## src/rtl/booth_pkg.sv

```systemverilog
// Shared widths, Booth digit encoding and carry-save helpers for the
// booth_pp_compress front end.
package booth_pkg;

    localparam int OP_W    = 8;
    localparam int PROD_W  = 16;
    localparam int CARRY_W = 14;

    typedef enum logic [2:0] {
        ZERO,
        POS1,
        POS2,
        NEG1,
        NEG2
    } booth_digit_t;

    typedef logic [OP_W:0]      row_t;
    typedef logic [CARRY_W-1:0] vec_t;

    // Sum of the per-row -2^(8+2i) sign corrections, expressed from weight 2^2 upward
    localparam vec_t SIGN_CONST = 14'h2AC0;

    function automatic booth_digit_t decode_digit(input logic [2:0] bits);
        case (bits)
            3'b001, 3'b010: return POS1;
            3'b011:         return POS2;
            3'b100:         return NEG2;
            3'b101, 3'b110: return NEG1;
            default:        return ZERO;
        endcase
    endfunction

    function automatic vec_t csa_sum(input vec_t x, input vec_t y, input vec_t z);
        return x ^ y ^ z;
    endfunction

    function automatic vec_t csa_carry(input vec_t x, input vec_t y, input vec_t z);
        return (x & y) | (x & z) | (y & z);
    endfunction

endpackage

```

## src/rtl/booth_encoder.sv

```systemverilog
// Radix-4 Booth row selector: picks 0, +-a or +-2a as a 9-bit one's-complement
// row plus a separate increment bit for negative digits.
module booth_encoder
    import booth_pkg::*;
(
    input  logic [2:0]      bits,
    input  logic [OP_W-1:0] a,
    output row_t            row,
    output logic            neg
);

    booth_digit_t digit;
    row_t         mag;

    always_comb begin
        digit = decode_digit(bits);
        mag   = '0;
        neg   = 1'b0;
        case (digit)
            POS1, NEG1: mag = {a[OP_W-1], a};
            POS2, NEG2: mag = {a, 1'b0};
            default:    mag = '0;
        endcase
        neg = (digit == NEG1) || (digit == NEG2);
        row = neg ? ~mag : mag;
    end

endmodule

```

## src/rtl/booth_pp_compress.sv

```systemverilog
// Two-stage Booth multiplier front end: S1 registers the four Booth rows,
// S2 registers the carry-save {sum, carry} pair for the final adder.
module booth_pp_compress
    import booth_pkg::*;
(
    input  logic               clk,
    input  logic               rst_n,
    input  logic               in_valid,
    output logic               in_ready,
    input  logic [OP_W-1:0]    in_a,
    input  logic [OP_W-1:0]    in_b,
    output logic               out_valid,
    input  logic               out_ready,
    output logic [PROD_W-1:0]  out_sum,
    output logic [CARRY_W-1:0] out_carry,
    output logic               busy
);

    logic [OP_W:0] b_ext;
    row_t          enc_row [4];
    logic [3:0]    enc_neg;

    row_t          s1_row [4];
    logic [3:0]    s1_neg;
    logic          s1_valid;
    logic          s2_valid;
    logic          s1_adv;
    logic          s2_adv;

    assign b_ext = {in_b, 1'b0};

    for (genvar i = 0; i < 4; i++) begin : g_enc
        booth_encoder u_enc (
            .bits (b_ext[2*i +: 3]),
            .a    (in_a),
            .row  (enc_row[i]),
            .neg  (enc_neg[i])
        );
    end

    assign s2_adv    = !s2_valid || out_ready;
    assign s1_adv    = !s1_valid || s2_adv;
    assign in_ready  = s1_adv;
    assign out_valid = s2_valid;
    assign busy      = s1_valid || s2_valid;

    always_ff @(posedge clk or negedge rst_n) begin
        if (!rst_n) begin
            s1_valid <= 1'b0;
            s1_neg   <= '0;
            s1_row   <= '{default: '0};
        end else if (s1_adv) begin
            s1_valid <= in_valid;
            if (in_valid) begin
                s1_row <= enc_row;
                s1_neg <= enc_neg;
            end
        end
    end

    // Bits 0..1 come only from row 0 and neg0, so they are resolved with a
    // tiny adder; everything from weight 2^2 up goes through the 3:2 tree.
    logic [2:0] low;
    vec_t va, vb, vc, vd, ve;
    vec_t s1v, c1v, s2v, c2v, s3v, c3v;
    logic [PROD_W-1:0]  next_sum;
    logic [CARRY_W-1:0] next_carry;

    always_comb begin
        low = {1'b0, s1_row[0][1:0]} + {2'b00, s1_neg[0]};
        va  = vec_t'({~s1_row[0][8], s1_row[0][7:2]});
        vb  = vec_t'({~s1_row[1][8], s1_row[1][7:0]});
        vc  = vec_t'({~s1_row[2][8], s1_row[2][7:0]}) << 2;
        vd  = vec_t'({~s1_row[3][8], s1_row[3][7:0]}) << 4;
        ve  = SIGN_CONST | vec_t'({s1_neg[3], 1'b0, s1_neg[2], 1'b0, s1_neg[1]});

        s1v = csa_sum  (va, vb, vc);
        c1v = csa_carry(va, vb, vc);
        s2v = csa_sum  (vd, ve, c1v << 1);
        c2v = csa_carry(vd, ve, c1v << 1);
        s3v = csa_sum  (s1v, s2v, c2v << 1);
        c3v = csa_carry(s1v, s2v, c2v << 1);

        next_sum   = {s3v, low[1:0]};
        next_carry = CARRY_W'({c3v, low[2]});
    end

    always_ff @(posedge clk or negedge rst_n) begin
        if (!rst_n) begin
            s2_valid  <= 1'b0;
            out_sum   <= '0;
            out_carry <= '0;
        end else if (s2_adv) begin
            s2_valid <= s1_valid;
            if (s1_valid) begin
                out_sum   <= next_sum;
                out_carry <= next_carry;
            end
        end
    end

endmodule

```

## config.mk

```make
export PLATFORM = sky130hd
export DESIGN_NAME = booth_pp_compress
export DESIGN_NICKNAME = d
export VERILOG_FILES = /design/src/rtl/booth_pkg.sv /design/src/rtl/booth_encoder.sv /design/src/rtl/booth_pp_compress.sv
export SDC_FILE = /design/constraint.sdc
export NUM_CORES = 1
export LEC_CHECK = 0
export BUFFER_PORTS_ARGS = -buffer_cell sky130_fd_sc_hd__buf_2
export CORE_ASPECT_RATIO = 1.4
export CORE_UTILIZATION = 50
export DETAILED_ROUTE_END_ITERATION = 6
export PLACE_DENSITY_LB_ADDON = 0.15
export SYNTH_ARGS = -nofsm -noshare
export SYNTH_HDL_FRONTEND = slang
export SYNTH_SLANG_ARGS = --single-unit
```

## constraint.sdc

```tcl
create_clock -name clk -period 1.8 [get_ports clk]
set_input_delay 0.36 -clock clk [delete_from_list [all_inputs] [get_ports clk]]
set_output_delay 0.36 -clock clk [all_outputs]
set_load 0.005 [all_outputs]
```

==> results.ini <==
[run_status]
outcome = finished, violations left
violations = setup timing

[global_route]
grt_usage = 0.216
overflow = 0
antenna_found_initial = 0
grt_pass1_vias = 2793
grt_pass1_wl_um = 13800
grt_max_degree = 72

[logic_synthesis]
synthArstFlopShare = 1.00
synth_cells = 390
synth_ff_type = dfrtp_1
syn-cell-area_um2 = 4040
synth_seq_cells = 71
avgSynthCellArea_um2 = 10.4
ys_seq_area_frac = 0.440
yosysWarnings = 0
ys_types = 37
synth-edff-count = 0
synth_nets = 444

[routing]
wl_met3_um = 222
wl_met2_um = 4010
wirelength_um = 8140
wire_per_inst_um = 15.0
drtIter0Drc = 133
ant_nets = 0
dr.pass1.iters = 4
dr.max_layer_used = met4
num_vias = 2867
wl_met1_um = 3800
viasPerCell = 5.27
drcViolationCount = 0

[worst_hold_path]
worst_hold_path_type = input pin to asynchronous set/reset pin

[placement]
hpwlAfterDp_um = 6120
port_buffers = 51
placedInstanceArea_um2 = 4480
gp_congestion = 0.892

[timing]
skew_ns = 0.00964
worst-slew-pin-transition_ns = 0.536
hold_violations = 0
slew_viol_final = 0
tns_ns = -0.394
fmax_ghz = 0.522
setup-violations-final = 5
fin_ws_ns = -0.115
rsz0062_at_grt = yes
post-route-min-period_ns = 1.91
timing.hold.ws_ns = 0.0104
min_period_over_period = 1.06
max_slew_margin = 0.643

[floorplan]
die-width_um = 78.0
fp.dieArea_um2 = 8450
initial_core_util = 0.518
io_pins = 53
die_y_um = 108
coreArea_um2 = 7800
num_rows = 38

[clocking]
hold_buffers = 0
cts_max_path_buffers = 2
cts.clk_slew.worst_paths_ns = 0.07
cts_buffers = 9
tritoncts = done
clock-root-buffer = clkbuf_8
cts.sinks = 71
clkLatencyLatePin_ns = 0.35
htreeDepth = 3

[critical_path]
required_ns = 2.03
cp-start-kind = flip-flop
crit_fanout = 2
critical_path_class = flip-flop to flip-flop
arrival_ns = 2.14
cp-end-kind = flip-flop

[final_layout]
drive_gt1_frac = 0.273
multi_input_area_um2 = 2110
num-nets-final = 493
antennaDiodeCount = 0
design_area_um2 = 4770
fillers = 673
seq_area_um2 = 1780
area_growth_pct = 18.1

[power]
irDropWorstVdd_mv = 0.490
p_per_area_nw_per_um2 = 1120
p_leak_nw = 2.30

[flow_run]
drv_cap = 0

## sequential cells by signal (all words and copies together), names as in the netlist
signal,flops
out_carry,13
out_sum,16
out_valid,1
s1_row,36
s1_valid,1
s1_neg,4
## synthesized netlist by cell type, types with 2 or more instances
cell / number / area share
ha_1: 21 / 0.065
o21ai_0: 5 / 0.0062
dfrtp_1: 71 / 0.44
a21oi_1: 3 / 0.0037
nand2_1: 51 / 0.047
mux2_1: 24 / 0.067
inv_1: 28 / 0.026
xnor2_1: 2 / 0.0043
nor2b_1: 3 / 0.0046
nand2b_1: 4 / 0.0062
a32oi_1: 7 / 0.015
xor2_1: 25 / 0.054
nor2_1: 18 / 0.017
a221oi_1: 15 / 0.033
mux2i_1: 8 / 0.020
o21ai_1: 37 / 0.046
clkbuf_1: 16 / 0.015
fa_1: 13 / 0.064
mux2_2: 3 / 0.0084
buf_4: 4 / 0.0074
or3b_1: 2 / 0.0043
a22oi_1: 6 / 0.011
buf_2: 10 / 0.012
## through the flow
step / utilization / std cells / power, mW / setup slack (ns)
final: 0.612 / 544 / 5.32 / -0.115
after global placement: 0.574 / 525 / 3.84 / -0.117
after floorplan: - / 390 / 3.24 / -0.0601
after global routing: 0.612 / 544 / 5.75 / -0.150
after detailed placement: 0.574 / 525 / 3.90 / -0.158
after CTS: 0.610 / 542 / 5.39 / -0.103
## cell families (layout without fill, tap and decap cells)
family / after synthesis / count (layout) / share of synthesized area
simple gates: 84 / 84 / 0.0889
mux: 35 / 35 / 0.0951
flops: 71 / 71 / 0.440
compound gates: 78 / 78 / 0.125
fa+ha+maj: 34 / 34 / 0.129
buf+inv: 60 / 114 / 0.0626
other cells: 1 / 1 / 0.000928
xor+xnor: 27 / 27 / 0.0585
## cells in the final DEF, fill, tap and decap left out, types with 2 or more instances in the layout
cell      Yosys  final
clkinv_2      0      2
a221oi_1     15     15
buf_4         4     14
xor2_1       25     25
a21oi_1       3      3
mux2i_1       8      8
a22oi_1       6      6
ha_4          0      4
mux2_1       24     16
buf_2        10     51
dfrtp_1      71     71
nand2b_1      4      4
fa_2          0      8
or3b_1        2      2
mux2_2        3      3
xnor2_1       2      2
a32oi_1       7      7
inv_2         1     11
ha_1         21     17
nor2_1       18     18
mux2_4        0      8
nor2b_1       3      3
nand2_1      51     50
inv_1        28     18
fa_1         13      5
o21ai_1      37     37
buf_12        0      4
o21ai_0       5      5
clkbuf_8      0     12
## power by group
group	total, mW	switching, mW	internal (mW)
registers	2.25	0.238	2.01
clock network	1.31	0.563	0.749
logic	1.76	0.836	0.924
## layer usage
layer / track usage / vias up
li1: - / 1418
met1: 0.285 / 1387
met2: 0.355 / 55
met3: 0.0481 / 7
met4: 0.0714 / 0
met5: 0 / -
## critical path, stage by stage, from the launching register on
cell and delay (ns):
dfrtp_1 0.41, fa_2 0.42, ha_4 0.28, fa_2 0.42
mux2_4 0.27
## layout make-up
cell class / instances / area share
timing repair buffer: 69 / 0.0923
clock buffer: 13 / 0.0354
tap: 100 / 0.0262
inverter: 29 / 0.0228
sequential: 71 / 0.372
multi-input combinational: 259 / 0.443
clock inverter: 3 / 0.00839
## path summary, 6_finish.rpt
check                            startpoint           end  slack [ns]  cells past startpoint
worst max register to register   s1_row[33]    out_sum[7]       -0.11                      4
min in group clk                   in_valid      s1_valid        0.25                      2
worst max-delay path             s1_row[33]    out_sum[7]       -0.11                      4
worst min register to register  out_sum[15]   out_sum[15]        0.46                      1
worst min-delay path                  rst_n   out_sum[15]        0.01                      2
max in group asynchronous             rst_n  out_carry[7]        1.46                      2
## repair_timing
action	in CTS	in global routing
buffers inserted	1	2
endpoints found under the setup margin	8	9
resized for setup	17	1
pin swaps	4	1
cloned	0	0
No activity file was read; power rests on OpenSTA's default activity.
